<file path="config.mk">
export PLATFORM = sky130hd
export DESIGN_NAME = rx_gearbox
export DESIGN_NICKNAME = d
export VERILOG_FILES = /design/src/rtl/rx_gearbox.sv
export SDC_FILE = /design/constraint.sdc
export NUM_CORES = 1
export LEC_CHECK = 0
export CORE_ASPECT_RATIO = 1.1
export CORE_MARGIN = 2
export CORE_UTILIZATION = 61
export DETAILED_ROUTE_END_ITERATION = 10
export PLACE_DENSITY = 0.87
export SYNTH_ARGS = -nofsm -noshare
export SYNTH_HDL_FRONTEND = slang
export SYNTH_SLANG_ARGS = --single-unit
</file>
<file path="constraint.sdc">
create_clock -name i_clk -period 6.5 [get_ports i_clk]
set_input_delay 0.65 -clock i_clk [delete_from_list [all_inputs] [get_ports i_clk]]
set_output_delay 0.65 -clock i_clk [all_outputs]
set_load 0.01 [all_outputs]
</file>
<file path="src/rtl/rx_gearbox.sv">
// 64b/66b receive gearbox: 32-bit raw words in, 66-bit blocks out as header+lo half then hi half.
// Latency 1 cycle (registered outputs); no backpressure, only i_valid gating; one stall per 33 valid inputs.
module rx_gearbox #(
   parameter int DATA_WIDTH   = 32,
   parameter int SLIP_HOLDOFF = 0
) (
   input  logic                  i_clk,
   input  logic                  i_reset,
   input  logic [DATA_WIDTH-1:0] i_data,
   input  logic                  i_valid,
   input  logic                  i_slip,
   output logic [DATA_WIDTH-1:0] o_data,
   output logic [1:0]            o_header,
   output logic                  o_header_valid,
   output logic                  o_data_valid
);

   localparam int BUF_W  = DATA_WIDTH + 1;
   localparam int AV_W   = 2 * DATA_WIDTH + 1;
   localparam int HOLD_W = 16;
   localparam logic [HOLD_W-1:0] HOLD_LOAD = HOLD_W'(SLIP_HOLDOFF);

   generate
      if (DATA_WIDTH != 32) begin : g_bad_width
         $error("rx_gearbox: only DATA_WIDTH = 32 is supported");
      end
   endgenerate

   typedef enum logic {
      PH_HEADER = 1'b0,
      PH_SECOND = 1'b1
   } phase_t;

   logic [BUF_W-1:0]  buf_q;
   logic [5:0]        fill_q;
   phase_t            phase_q;
   logic              slip_pend_q;
   logic [HOLD_W-1:0] holdoff_q;

   logic              slip_req;
   logic              slip_now;
   logic [AV_W-1:0]   avail_raw;
   logic [AV_W-1:0]   avail;
   logic [6:0]        avail_len;
   logic [6:0]        need;
   logic              emit;
   logic [AV_W-1:0]   remain;
   logic [6:0]        fill_nxt;

   // Buffer bits above fill are always zero, so new data can simply be OR-ed in above them.
   always_comb begin
      slip_req  = i_slip && (holdoff_q == '0);
      slip_now  = i_valid && (slip_pend_q || slip_req);
      avail_raw = ({{(AV_W-DATA_WIDTH){1'b0}}, i_data} << fill_q)
                | {{(AV_W-BUF_W){1'b0}}, buf_q};
      avail     = slip_now ? (avail_raw >> 1) : avail_raw;
      avail_len = {1'b0, fill_q} + (slip_now ? 7'd31 : 7'd32);
      need      = (phase_q == PH_HEADER) ? 7'd34 : 7'd32;
      emit      = i_valid && (avail_len >= need);
      remain    = emit ? (avail >> need) : avail;
      fill_nxt  = emit ? (avail_len - need) : avail_len;
   end

   always_ff @(posedge i_clk) begin
      if (i_reset) begin
         buf_q          <= '0;
         fill_q         <= '0;
         phase_q        <= PH_HEADER;
         slip_pend_q    <= 1'b0;
         holdoff_q      <= '0;
         o_data         <= '0;
         o_header       <= '0;
         o_header_valid <= 1'b0;
         o_data_valid   <= 1'b0;
      end else begin
         o_data_valid   <= emit;
         o_header_valid <= emit && (phase_q == PH_HEADER);

         if (emit) begin
            if (phase_q == PH_HEADER) begin
               o_header <= avail[1:0];
               o_data   <= avail[DATA_WIDTH+1:2];
            end else begin
               o_data   <= avail[DATA_WIDTH-1:0];
            end
         end

         if (i_valid) begin
            buf_q  <= BUF_W'(remain);
            fill_q <= 6'(fill_nxt);
            if (emit) begin
               phase_q <= (phase_q == PH_HEADER) ? PH_SECOND : PH_HEADER;
            end
         end

         // A slip never alters phase; holdoff only counts cycles that carry data.
         if (slip_now) begin
            slip_pend_q <= 1'b0;
            holdoff_q   <= HOLD_LOAD;
         end else begin
            slip_pend_q <= slip_pend_q || slip_req;
            if (i_valid && (holdoff_q != '0)) begin
               holdoff_q <= holdoff_q - 1'b1;
            end
         end
      end
   end

endmodule

</file>
==> flow_metrics.tcl <==
set metrics [dict create \
    async_flop_share 0 \
    post_cts.repair.setup_buffers 0 \
    synth_edf_count 0 \
    cts_repair_resize_count 0 \
    period_needed_ps 5470 \
    cts_tree "yes" \
    viasPerCell 7.40 \
    hold_depth 2 \
    fmax_mhz 183 \
    drv_slew 0 \
    area_growth_pct 9.95 \
    postCtsHoldBufs 0 \
    final_core_util 0.682 \
    hp-start "buf_q[10]" \
    root_buffer "clkbuf_16" \
    final_nets 1128 \
    wl_per_cell_um 24.6 \
    rr_endpoint "buf_q[14]" \
    antenna_found_initial 0 \
    synth_area_mm2 0.00927 \
    hold_viol_final 0 \
    syn_inst 1076 \
    rsz0062_at_grt "false" \
    place.port_buffers 71 \
    drt_iter0_markers 1264 \
    ys_warn_count 0 \
    slew_headroom 0.272 \
    grt-ovfl-total 0 \
    path_class "register to register" \
    syn-num-nets 1123 \
    ys_types 90 \
    ys_ff_latch 93 \
    firstDrtPassIters 6 \
    diodes 0 \
    wl_um 31600 \
    grt_max_degree 73 \
    num_rows 47 \
    hp-class "register to register" \
    period_share 0.842 \
    ff2ff_path_depth 14 \
    r2r_slack_ps 1030 \
    clk_latency_ps 360 \
    clk_pin_slew_ps 80 \
    ys_seq_area_frac 0.201 \
    dp_slack_ps 889 \
    fin_hold_ws_ps 465 \
    final.setup_skew_ps 10.4 \
    die_w_um 122 \
    maxCapViolCount 0 \
    htree_levels 3 \
    grtUsageTotal 0.388 \
    cp_data_required_time_ps 6700 \
    clockBufferDepth 2 \
    grt_pass1_vias 8803 \
    outcome "completed" \
    drive_above_1_share 0.134 \
    vias 9493 \
    synth_ff_type "dfxtp_1" \
    drc_errors 0 \
    worstSetupStartpointType "register" \
    place.gp.congestion 1.05 \
    critical_path_peak_fanout 50 \
    ios 72 \
    clock_sinks 93 \
    critical_path_arrival_ps 5670 \
    initial_core_util 0.620 \
    avgSynthCellArea_um2 8.61 \
    r2r-start "holdoff_q[7]" \
    grt_first_pass_wirelength_um 49100 \
    setup_viol 0 \
    setup_tns_ps 0 \
    ant_nets 0 \
    numCtsBuffers 9 \
    hold_end "buf_q[10]" \
    worst_slack_ps 1030 \
    die_area_mm2 0.0162 \
    core_area_mm2 0.0149 \
    worst_slew_pin_slew_ps 1060 \
    dp_hpwl_um 23000 \
    die_h_um 133 \
    critPathCaptureType "register" \
]
-- critical path, cell delays in order, from the launching register on --
cell and delay, ps:
dfxtp_1 370, nor4_2 500, and4_1 410, a21oi_4 70, buf_4 210, inv_1 100, buf_4 480, ha_1 400
nor2b_1 170, o21ai_0 220, a21oi_1 210, o41a_1 570, o21ai_1 860, o32ai_1 210, a2111oi_0 510
-- kinds of logic after synthesis --
kind of cell	after synthesis	synth area share
and+or+nand+nor	334	0.171
DFF	93	0.201
muxes	174	0.279
AOI/OAI and AO/OA	326	0.254
xor gates and xnor gates	14	0.0132
adders and majority gates	11	0.0157
buffers and inverters	124	0.0655
-- metrics by stage --
| step | instances | area, µm² |
|---|---|---|
| after floorplan | 1076 | 9270 |
| after global placement | 1266 | 9890 |
| after detailed placement | 1266 | 9890 |
| after CTS | 1282 | 10200 |
| after global routing | 1282 | 10200 |
| final | 1282 | 10200 |
-- worst max-delay path by stage --
stage / start / end / slack, ps / cells after the start
floorplan: holdoff_q[0] / o_data[22] / 1850 / 20
detailed placement: i_valid / buf_q[14] / 890 / 14
global route: holdoff_q[0] / buf_q[14] / 800 / 16
CTS: holdoff_q[7] / buf_q[14] / 1140 / 14
global placement: i_valid / buf_q[14] / 1160 / 14
finish: holdoff_q[7] / buf_q[14] / 1030 / 14
-- layout by cell type, fill, tap and decap left out, drive strengths merged, types with 8 or more instances in the layout --
master	Yosys	routed
dfxtp	93	93
nor2b	11	11
a31oi	12	12
nor3	23	23
xnor2	10	10
nand3b	11	11
a22oi	15	15
a22o	8	8
inv	22	25
o31ai	13	13
o211ai	14	14
a32oi	19	19
nand2b	9	9
o22ai	14	14
nand3	35	35
a2111oi	8	8
nor2	109	109
mux4	57	57
clkbuf	49	10
mux2i	81	81
clkdlybuf4s50	0	70
nand2	81	81
mux2	36	36
ha	10	10
a211oi	37	37
buf	49	24
a21oi	69	69
nor4	10	10
o21ai	44	44
and2	13	13
-- cell type report --
type,count,area [µm²]
Timing Repair Buffer,94,878
Sequential cell,93,1870
Tap cell,196,245
Clock buffer,10,239
Clock inverter,6,55.1
Inverter,24,90.1
Multi-Input combinational cell,859,6810
Fill cell,1214,4750
-- registers in the layout (all words and copies together), names as in the netlist --
| signal | count |
|---|---|
| slip_pend_q | 1 |
| holdoff_q | 16 |
| o_data | 32 |
| fill_q | 6 |
| phase_q | 1 |
| buf_q | 33 |
| o_header_valid | 1 |
| o_data_valid | 1 |
| o_header | 2 |
-- metal layers --
metal,wire [µm],track usage,share of wire
met4,1760,0.192,0.056
met2,14500,0.616,0.46
met1,12400,0.509,0.39
met3,2950,0.0685,0.093
met5,0,0,0
-- cells in the mapped netlist, types with 23 or more instances --
cell	count	share of area
a211oi_1	34	0.028
a21oi_1	67	0.036
clkbuf_1	47	0.019
dfxtp_1	93	0.20
mux2_2	35	0.043
mux2i_1	79	0.085
mux4_2	39	0.095
nand2_1	81	0.033
nand3_1	35	0.019
nor2_1	109	0.044
nor3_1	23	0.012
o21ai_0	41	0.022
Power is not shown: default switching activity piles up to over one toggle a cycle in this logic, so the estimate is an artifact.
